## config.mk

```make
export PLATFORM = sky130hd
export DESIGN_NAME = flag_unit
export DESIGN_NICKNAME = d
export VERILOG_FILES = /design/src/rtl/flag_pkg.sv /design/src/rtl/flag_save_lifo.sv /design/src/rtl/flag_unit.sv
export SDC_FILE = /design/constraint.sdc
export NUM_CORES = 1
export LEC_CHECK = 0
export CAP_MARGIN = 30
export CORE_MARGIN = 5
export CORE_UTILIZATION = 47
export CTS_CLUSTER_DIAMETER = 60
export DETAILED_ROUTE_END_ITERATION = 8
export PLACE_DENSITY = 0.82
export SYNTH_ARGS = -nofsm -noshare
export SYNTH_HDL_FRONTEND = slang
export SYNTH_SLANG_ARGS = --single-unit
```

## constraint.sdc

```tcl
create_clock -name clk -period 2.6 [get_ports clk]
set_input_delay 0.52 -clock clk [delete_from_list [all_inputs] [get_ports clk]]
set_output_delay 0.52 -clock clk [all_outputs]
set_load 0.01 [all_outputs]
```

## src/rtl/flag_pkg.sv

```systemverilog
// Shared constants for the condition-code unit: flag bit positions,
// branch-type encodings and the default condition-code width.
package flag_pkg;

    // Default condition-code width (Z, N, C)
    localparam int FLAG_W = 3;

    // Bit positions inside the condition-code register
    localparam int Z_BIT = 0;
    localparam int N_BIT = 1;
    localparam int C_BIT = 2;

    // Conditional-branch encodings carried on br_type
    typedef enum logic [1:0] {
        BR_NONE = 2'b00,
        BR_JZ   = 2'b01,
        BR_JN   = 2'b10,
        BR_JC   = 2'b11
    } brType_e;

    // Flag bit tested by a given branch type
    function automatic int brFlagIdx(input logic [1:0] brType);
        int idx;
        idx = Z_BIT;
        unique case (brType)
            BR_JZ:   idx = Z_BIT;
            BR_JN:   idx = N_BIT;
            BR_JC:   idx = C_BIT;
            default: idx = Z_BIT;
        endcase
        return idx;
    endfunction

endpackage

```

## src/rtl/flag_save_lifo.sv

```systemverilog
// LIFO of saved condition codes for nested interrupts.
// Ports: clk, rst (async, active-high), push, pop, data_in -> data_out
// (current top, 0 when empty), count, full, empty.
module flag_save_lifo #(
    parameter int FLAG_W     = flag_pkg::FLAG_W,
    parameter int SAVE_DEPTH = 2,
    localparam int CNT_W     = $clog2(SAVE_DEPTH) + 1
) (
    input  logic              clk,
    input  logic              rst,
    input  logic              push,
    input  logic              pop,
    input  logic [FLAG_W-1:0] data_in,
    output logic [FLAG_W-1:0] data_out,
    output logic [CNT_W-1:0]  count,
    output logic              full,
    output logic              empty
);

    logic [FLAG_W-1:0] slots [SAVE_DEPTH];
    logic              doPush;
    logic              doPop;

    assign full  = (count == CNT_W'(SAVE_DEPTH));
    assign empty = (count == '0);

    // Pop has precedence; a collision never pushes.
    assign doPop  = pop && !empty;
    assign doPush = push && !pop && !full;

    always_ff @(posedge clk or posedge rst) begin
        if (rst) begin
            count <= '0;
            for (int i = 0; i < SAVE_DEPTH; i++) begin
                slots[i] <= '0;
            end
        end else if (doPop) begin
            count <= count - CNT_W'(1);
        end else if (doPush) begin
            for (int i = 0; i < SAVE_DEPTH; i++) begin
                if (count == CNT_W'(i)) begin
                    slots[i] <= data_in;
                end
            end
            count <= count + CNT_W'(1);
        end
    end

    // Top of stack is the slot just below count.
    always_comb begin
        data_out = '0;
        for (int i = 0; i < SAVE_DEPTH; i++) begin
            if (count == CNT_W'(i + 1)) begin
                data_out = slots[i];
            end
        end
    end

endmodule

```

## src/rtl/flag_unit.sv

```systemverilog
// Condition-code register with masked ALU writes, branch resolution with
// clear-on-taken, and interrupt save/restore through a nesting LIFO.
// Ports: clk, rst (async, active-high); alu_flags_in, flag_wr_en,
// flag_wr_mask (flag write); br_valid, br_type -> jump_taken (branch);
// int_save, rti_restore (save/restore); ccr_out, save_count, save_full,
// save_empty, err_sticky (registered state).
module flag_unit #(
    parameter int FLAG_W     = flag_pkg::FLAG_W,
    parameter int SAVE_DEPTH = 2,
    localparam int CNT_W     = $clog2(SAVE_DEPTH) + 1
) (
    input  logic              clk,
    input  logic              rst,
    input  logic [FLAG_W-1:0] alu_flags_in,
    input  logic              flag_wr_en,
    input  logic [FLAG_W-1:0] flag_wr_mask,
    input  logic              br_valid,
    input  logic [1:0]        br_type,
    input  logic              int_save,
    input  logic              rti_restore,
    output logic [FLAG_W-1:0] ccr_out,
    output logic              jump_taken,
    output logic [CNT_W-1:0]  save_count,
    output logic              save_full,
    output logic              save_empty,
    output logic              err_sticky
);

    import flag_pkg::*;

    logic [FLAG_W-1:0] ccrNext;
    logic [FLAG_W-1:0] lifoTop;
    logic              doRestore;
    logic              errSet;
    logic              testedBit;

    // Branch resolution uses the registered flags only.
    always_comb begin
        testedBit = 1'b0;
        unique case (br_type)
            BR_NONE: testedBit = 1'b0;
            BR_JZ:   testedBit = ccr_out[Z_BIT];
            BR_JN:   testedBit = ccr_out[N_BIT];
            BR_JC:   testedBit = ccr_out[C_BIT];
            default: testedBit = 1'b0;
        endcase
    end

    assign jump_taken = br_valid && testedBit;

    assign doRestore = rti_restore && !save_empty;

    // Layered so later stages win: clear < write < restore.
    always_comb begin
        ccrNext = ccr_out;
        if (jump_taken) begin
            ccrNext[brFlagIdx(br_type)] = 1'b0;
        end
        if (flag_wr_en) begin
            for (int i = 0; i < FLAG_W; i++) begin
                if (flag_wr_mask[i]) begin
                    ccrNext[i] = alu_flags_in[i];
                end
            end
        end
        if (doRestore) begin
            ccrNext = lifoTop;
        end
    end

    // Overflow, underflow, or save/restore in the same cycle.
    assign errSet = (int_save && rti_restore)
                 || (int_save && save_full)
                 || (rti_restore && save_empty);

    always_ff @(posedge clk or posedge rst) begin
        if (rst) begin
            ccr_out    <= '0;
            err_sticky <= 1'b0;
        end else begin
            ccr_out <= ccrNext;
            if (errSet) begin
                err_sticky <= 1'b1;
            end
        end
    end

    // The LIFO ignores a push that collides with a pop.
    flag_save_lifo #(
        .FLAG_W     (FLAG_W),
        .SAVE_DEPTH (SAVE_DEPTH)
    ) uLifo (
        .clk      (clk),
        .rst      (rst),
        .push     (int_save),
        .pop      (rti_restore),
        .data_in  (ccr_out),
        .data_out (lifoTop),
        .count    (save_count),
        .full     (save_full),
        .empty    (save_empty)
    );

endmodule

```

-- Word-level counts from Yosys, hierarchy flattened
Index checks and enable logic that the tools add are counted.
- equality and inequality tests: 5
- bitwise operators: 3
- $lt $le $gt $ge: 2
- $add $sub $neg: 2
- muxes and demuxes: 15
- reductions and logical operators: 18
- operators with widths (cell ; count):
    $ge 32x1->1 const B ; 1
    $lt 32x4->1 const B ; 1
    $mux 32 ; 1
    $mux 3 ; 5
    $logic_and 1x1->1 ; 8
    $eq 2x2->1 const B ; 3
    $reduce_and 3->1 ; 2
    $eq 2x1->1 const B ; 2
    $logic_not 2->1 ; 2
    $mux 1 ; 4
    $mux 2 ; 2
    $pmux 1 s4 ; 1
    $pmux 2 s2 ; 1
    $and 3x3->3 ; 1
    $logic_not 1->1 ; 3
    $not 3->3 ; 1
    $add 2x1->2 const B ; 1
    $demux 1 s2 ; 1
    $logic_or 1x1->1 ; 2
    $reduce_bool 2->1 ; 1
    $sub 2x1->2 const B ; 1
    $not 1->1 ; 1
- output and inout port bits: 9
- input bits: 14
- word-level logic and storage cells: 50
- bits in registers: 12

-- Depth between registers and ports, before layout
Gate-level depths: netlist of the first run.
- depth in word-level cells: 14
- mapped depth: 6
- mapped depth without buffers: 5

-- By module
From an unflattened synthesis of the first run, not the netlist that was laid out.
- cell total of the unflattened synthesis: 71
- area total of the unflattened synthesis: 718.2 um^2
- modules (own cells, without submodules) (module ; instances ; cells each ; area an instance (um^2) ; seq. area each (um^2)):
    flag_save_lifo ; 1 ; 40 ; 467.9 ; 200.2
    flag_unit ; 1 ; 31 ; 250.2 ; 100.1

-- Worst setup path after synthesis of the first run
No wires, ideal clock.
- kind: register to register
- start point: register uLifo.count[0]
- end point: register uLifo.slots[0] (netlist bit)
- data arrival time: 1580 ps
- required time: 2475 ps
- buffers on the path: 0
- stages on the path, launching flop included: 6
- setup slack: 895 ps
- library setup time: 125 ps
- clock period less this slack: 1705 ps
- path through: dfrtp_1 inv_1 ha_1 nand2b_4 nor3b_4 mux2_2
- elaborated cells on any way between the ends: 9
- those cells by class: eq/ne: 2; bitwise: 1; reduce/logical: 6
- RTL lines (element ; RTL line ; text):
    start: declaration ; flag_save_lifo.sv:15 ; output logic [CNT_W-1:0] count,
    start signal: assignment ; flag_save_lifo.sv:38 ; count <= count - CNT_W'(1);
    start signal: assignment ; flag_save_lifo.sv:45 ; count <= count + CNT_W'(1);
    $eq 2x2->1 ; flag_save_lifo.sv:24 ; assign full = (count == CNT_W'(SAVE_DEPTH));
    named net save_full ; flag_unit.sv:24 ; output logic save_full,
    $logic_not 1->1 ; flag_save_lifo.sv:29 ; assign doPush = push && !pop && !full;
    $logic_and 1x1->1 ; flag_save_lifo.sv:29 ;
    $reduce_and 3->1 (no source line) ; - ;
    end signal: indexed assignment ; flag_save_lifo.sv:42 ; slots[i] <= data_in;
    end: declaration ; flag_save_lifo.sv:20 ; logic [FLAG_W-1:0] slots [SAVE_DEPTH];
The timed path passes the listed nets, and every way through them passes these cells.
A chain may end at the register's enable or synchronous reset.

-- Worst setup path in the final report of the first run
- start point: input br_type[1]
- end point: output jump_taken
- longest elaborated chain between the ends: 3
- elaborated cells on any way between the ends: 6
- those cells by class: eq/ne: 3; mux: 1; reduce/logical: 2
- ends and longest elaborated chain (element ; RTL line ; text):
    start: declaration ; flag_unit.sv:18 ; input logic [1:0] br_type,
    $eq 2x2->1 (tied with other cells) ; flag_unit.sv:40 ; unique case (br_type)
    $pmux 1 s4 * ; flag_unit.sv:40 ;
    $logic_and 1x1->1 * ; flag_unit.sv:49 ; assign jump_taken = br_valid && testedBit;
    end: declaration ; flag_unit.sv:22 ; output logic jump_taken,
Every way passes the cells marked *; elsewhere a longest branch is shown, timed or not.

==> flow_metrics.tcl, run 1 <==
set metrics [dict create \
    maxSlewHeadroom 0.696 \
    htree_levels 1 \
    crit_arrival_ns 1.95 \
    io_pins 23 \
    setup.worst_path.class "input port to primary output" \
    syn_nets 80 \
    critPathMaxStageDelay_ns 0.48 \
    total_leakage_power_nw 0.409 \
    synthFlopType "dfrtp_1" \
    critPathSlowestCell "clkdlybuf4s50_1" \
    firstDrtPassIters 3 \
    setup_violations 0 \
    slew_viol_final 0 \
    power.density_nw_per_um2 982 \
    rsz0062_at_grt "no" \
    die_area_sq_um 2350 \
    hold_path_class "register to register" \
    clockBufferDepth 2 \
    grtUsageMet1 0.184 \
    numClockSinks 12 \
    wl_per_cell_microns 15.7 \
    synth_cell_types 22 \
    post_cts_buffers 0 \
    via_count 574 \
    yosysTopAreaCell "dfrtp_1" \
    status "finished clean" \
    overflow 0 \
    r2r_start "uLifo.count[0]" \
    avgSynthCellArea_sq_um 11.2 \
    crit_required_ns 2.08 \
    routabilityCongestion 0.683 \
    drt-initial-drc-count 11 \
    antenna_left 0 \
    area_growth_syn_to_layout_pct 39.9 \
    finalNetCount 107 \
    crit_fanout 2 \
    rows 13 \
    num_antenna_cells 0 \
    async_reset_ff_frac 1.00 \
    yosysMostFrequentCell "dfrtp_1" \
    tightest_slew_ns 0.455 \
    synth_common_cells "dfrtp_1 (12), mux2_2 (6), nand3_1 (6), nand2_1 (5), nand3b_1 (5)" \
    grt_max_degree 13 \
    r2r_cells 5 \
    wirelength_microns 1620 \
    r2r_slack_ns 0.82 \
    syn_inst 62 \
    yosysTopAreaCellShare 0.431 \
    cts_resized 0 \
    hpwl_microns 1270 \
    maxCapViolations 0 \
    antenna_found_initial 0 \
    yosysWarnings 0 \
    grt_first_pass_wirelength_microns 2850 \
    ir_worst_vdd_mv 0.579 \
    cp_num_buf_inv 2 \
    cp_cell_sequence "clkdlybuf4s50_1 -> mux2_2 -> nand2_1 -> a21boi_0 -> clkdlybuf4s50_1" \
    r2r_end "uLifo.slots[2]" \
    clk_pin_slew_ns 0.08 \
    holdPathEnd "err_sticky" \
    ys_ff_latch 12 \
    total_power_uw 957 \
    initial_core_util 0.516 \
    grt_util_met3 0.0581 \
    drc 0 \
    end_kind "primary output" \
    clock.fmax_mhz 405 \
    hold_viol_final 0 \
    ys_seq_area_frac 0.431 \
    cts_buffers 3 \
    hp-start "err_sticky" \
    finalClockSkew_ns 0.00305 \
    hold_buffers 0 \
    gr-usage-all-layers 0.144 \
    die_w_microns 48.5 \
    post-route-min-period_ns 2.47 \
    start_kind "input port" \
    grt_pass1_vias 603 \
    hold_depth 1 \
    use_met2 0.230 \
    period_share 0.949 \
    path_delay_family "buffers and inverters" \
    die_y_microns 48.5 \
    synth_area_sq_um 697 \
    insertion_delay_ns 0.27 \
    layout-drive-gt1-share 0.170 \
    worst_path_most_repeated_cell "clkdlybuf4s50_1" \
    root_buffer "clkbuf_4" \
    cts_tree "built" \
    post_drt_via_cell_ratio 5.57 \
    core_area_sq_um 1350 \
    setup_tns_ns 0 \
    synthTopCellsByArea "dfrtp_1 (43%), mux2_2 (9.7%), ha_1 (7.2%), nand3b_1 (5.4%), nor3b_4 (5.4%)" \
    grt_busiest_layer "met2" \
    numPortBuffers 22 \
    synth_edf_count 0 \
]
logic make-up after synthesis:
| logic type | synth area share |
|---|---|
| and+or+nand+nor | 0.224 |
| xor gates and xnor gates | 0.0126 |
| muxes | 0.113 |
| buffers and inverters | 0.0233 |
| AOI/OAI and AO/OA | 0.124 |
| DFF | 0.431 |
| adders and majority gates | 0.0718 |
placed cells by master, fill, tap and decap left out:
cell type and n:
a21boi_0 1, a21oi_1 4, a32oi_1 3, buf_4 1
clkbuf_4 3, clkbuf_8 1, clkdlybuf4s50_1 22, dfrtp_1 12
ha_1 4, inv_1 3, mux2_1 1, mux2_2 6
nand2_1 5, nand2b_1 1, nand2b_4 1, nand3_1 6
nand3b_1 5, nor2_1 1, nor3b_4 2, o211ai_1 1
o21ai_2 1, o21bai_1 1, o221ai_1 1, or3b_1 1
xnor2_1 1
state kept, by name, summed over array words and instances, names as in the netlist:
register     flops
ccr_out          3
err_sticky       1
uLifo.count      2
uLifo.slots      6
layout make-up:
type                       count  area [sq um]
clock buffer                   4          36.3
fill                          95           375
inverter                       3          11.3
multi-input combinational     46           380
sequential                    12           300
tap                           15          18.8
timing repair buffer          23           228
routing by layer:
metal  part of all wire  vias up
met3              0.095        2
met4             0.0037        0
li1                   -      281
met1               0.43      270
met2               0.47       21
met5                  0        -
through the flow:
stage / worst slack (ns) / hold WS, ns / instance area (sq um) / utilization / instances
after detailed placement: 0.129 / 0.478 / 938 / 0.695 / 99
after CTS: 0.127 / 0.505 / 975 / 0.722 / 103
after floorplan: 0.895 / 0.385 / 697 / - / 62
final: 0.132 / 0.501 / 975 / 0.722 / 103
after global placement: 0.147 / 0.466 / 938 / 0.695 / 99
after global routing: 0.0898 / 0.526 / 975 / 0.722 / 103
power by group:
group | switching (mW) | internal [mW] | leakage (nW)
clock | 0.0623 | 0.0849 | 0.0210
combinational | 0.203 | 0.269 | 0.244
sequential | 0.0679 | 0.269 | 0.144
total | 0.333 | 0.624 | 0.409
worst max path at each step:
stage / to / start / slack (ns) / cells after the start
6_report: jump_taken / br_type[1] / 0.13 / 5
5_1_grt: jump_taken / br_type[1] / 0.09 / 5
4_1_cts: jump_taken / br_type[1] / 0.13 / 5
3_5_place_dp: jump_taken / br_type[1] / 0.13 / 5
3_3_place_gp: jump_taken / br_type[1] / 0.15 / 5
2_1_floorplan: uLifo.slots[0] / uLifo.count[0] / 0.90 / 5
Note: power is estimated with default switching activity, not from simulation.
==> run 2: changes to the inputs <==
ABC_AREA = 0   (was unset)
PLACE_DENSITY = unset   (was 0.82)
PLACE_DENSITY_LB_ADDON = 0.08   (was unset)
==> flow_metrics.tcl, run 2 (same netlist as run 1, synthesis figures left out) <==
set metrics [dict create \
    pwr-share-seq 0.350 \
    status "finished clean" \
    numClockSinks 12 \
    grt_first_pass_wirelength_microns 2900 \
    area_growth_syn_to_layout_pct 39.9 \
    worst_hold_slack_ns 0.500 \
    critPathSlowestCell "clkdlybuf4s50_1" \
    insertion_delay_ns 0.27 \
    antenna_left 0 \
    layout_commonest_cell "clkdlybuf4s50_1" \
    nFillCells 101 \
    maxCapViolations 0 \
    die_area_sq_um 2350 \
    crit_fanout 2 \
    placed_area_sq_um 938 \
    top_register "uLifo.slots" \
    crit_required_ns 2.08 \
    routabilityCongestion 0.706 \
    die_y_microns 48.5 \
    grt_max_degree 13 \
    hold_viol_final 0 \
    worst_path_most_repeated_cell "clkdlybuf4s50_1" \
    gr-usage-all-layers 0.157 \
    cts_buffers 3 \
    antenna_found_initial 0 \
    finalNetCount 107 \
    hpwl_microns 1330 \
    setup_tns_ns 0 \
    regArea_sq_um 300 \
    p_clk_frac 0.152 \
    cp_num_buf_inv 2 \
    io_pins 23 \
    hold_path_class "register to register" \
    total_leakage_power_nw 0.409 \
    clk_pin_slew_ns 0.07 \
    total_power_uw 960 \
    drt-initial-drc-count 12 \
    initial_core_util 0.516 \
    rows 13 \
    place_ws_ns 0.115 \
    num_antenna_cells 0 \
    wl_per_cell_microns 16.0 \
    wirelength_microns 1650 \
    rsz0062_at_grt "no" \
    place_inst 99 \
    overflow 0 \
    final_area_sq_um 975 \
    post_cts_buffers 0 \
    p_sw_uw 336 \
    crit_arrival_ns 1.96 \
    post-route-min-period_ns 2.48 \
    numPortBuffers 22 \
    core_area_sq_um 1350 \
    via_count 581 \
    cts_tree "built" \
    layout-drive-gt1-share 0.170 \
    final_util 0.722 \
    cts_resized 0 \
    hold_buffers 0 \
    start_kind "input port" \
    largest_register_ffs 6 \
    combPwrFrac 0.498 \
    multi_input_area_sq_um 380 \
    grt_pass1_vias 565 \
    clockBufferDepth 2 \
    htree_levels 1 \
    post_drt_via_cell_ratio 5.64 \
    firstDrtPassIters 4 \
    largestRegisters "uLifo.slots (6), ccr_out (3), uLifo.count (2)" \
    ir_worst_vdd_mv 0.680 \
    setup.worst_path.class "input port to primary output" \
    drc 0 \
    switching_share 0.350 \
    fin_ws_ns 0.118 \
    clock.fmax_mhz 403 \
    final_cells 103 \
    power.density_nw_per_um2 985 \
    critPathMaxStageDelay_ns 0.49 \
    path_delay_family "buffers and inverters" \
    maxSlewHeadroom 0.689 \
    setup_violations 0 \
    end_kind "primary output" \
    period_share 0.955 \
    cp_cell_sequence "clkdlybuf4s50_1 -> mux2_2 -> nand2_1 -> a21boi_0 -> clkdlybuf4s50_1" \
    slew_viol_final 0 \
    tightest_slew_ns 0.467 \
    p_int_uw 625 \
    finalClockSkew_ns 0.00177 \
    mostFrequentLayoutCells "clkdlybuf4s50_1 (22), dfrtp_1 (12), mux2_2 (6), nand3_1 (6)" \
    root_buffer "clkbuf_4" \
    die_w_microns 48.5 \
]
[run 2: cell counts in the layout (fill, tap and decap cells not counted)]
Identical to the previous run, type by type.
[run 2: worst paths after layout]
path                           startpoint             end  slack (ns)  depth (start not counted)
setup reg to reg           uLifo.count[0]  uLifo.slots[2]        0.82                          5
setup / recovery               br_type[1]      jump_taken        0.12                          5
min in group asynchronous             rst      ccr_out[0]        0.55                          2
hold reg to reg                err_sticky      err_sticky        0.50                          1
hold / removal                 err_sticky      err_sticky        0.50                          1
max in group asynchronous             rst  uLifo.slots[0]        1.73                          2
[run 2: area by class of cell]
cell class | instances | area share
Clock buffer | 4 | 0.0372
Inverter | 3 | 0.0116
Multi-Input combinational cell | 46 | 0.390
Sequential cell | 12 | 0.308
Tap cell | 15 | 0.0193
Timing Repair Buffer | 23 | 0.234
[run 2: power groups by stage]
stage / Combinational [mW] / Clock [mW] / Sequential, mW
final: 0.478 / 0.146 / 0.336
after global routing: 0.528 / 0.166 / 0.349
after CTS: 0.482 / 0.152 / 0.335
after detailed placement: 0.481 / 0 / 0.339
after global placement: 0.470 / 0 / 0.333
after floorplan: 0.272 / 0 / 0.339
[run 2: routing by layer]
| layer | track usage | vias up | wire, microns |
|---|---|---|---|
| met5 | 0 | - | 0 |
| met4 | 0.0673 | 0 | 24 |
| met3 | 0.0642 | 4 | 81 |
| met2 | 0.228 | 13 | 807 |
| met1 | 0.203 | 285 | 734 |
| li1 | - | 279 | - |
[run 2: worst reg2reg max path, stage by stage, from the launching register on]
cell and delay, ns:
dfrtp_1 0.37, inv_1 0.10, ha_1 0.33, nand2b_4 0.22
nor3b_4 0.28, mux2_2 0.37
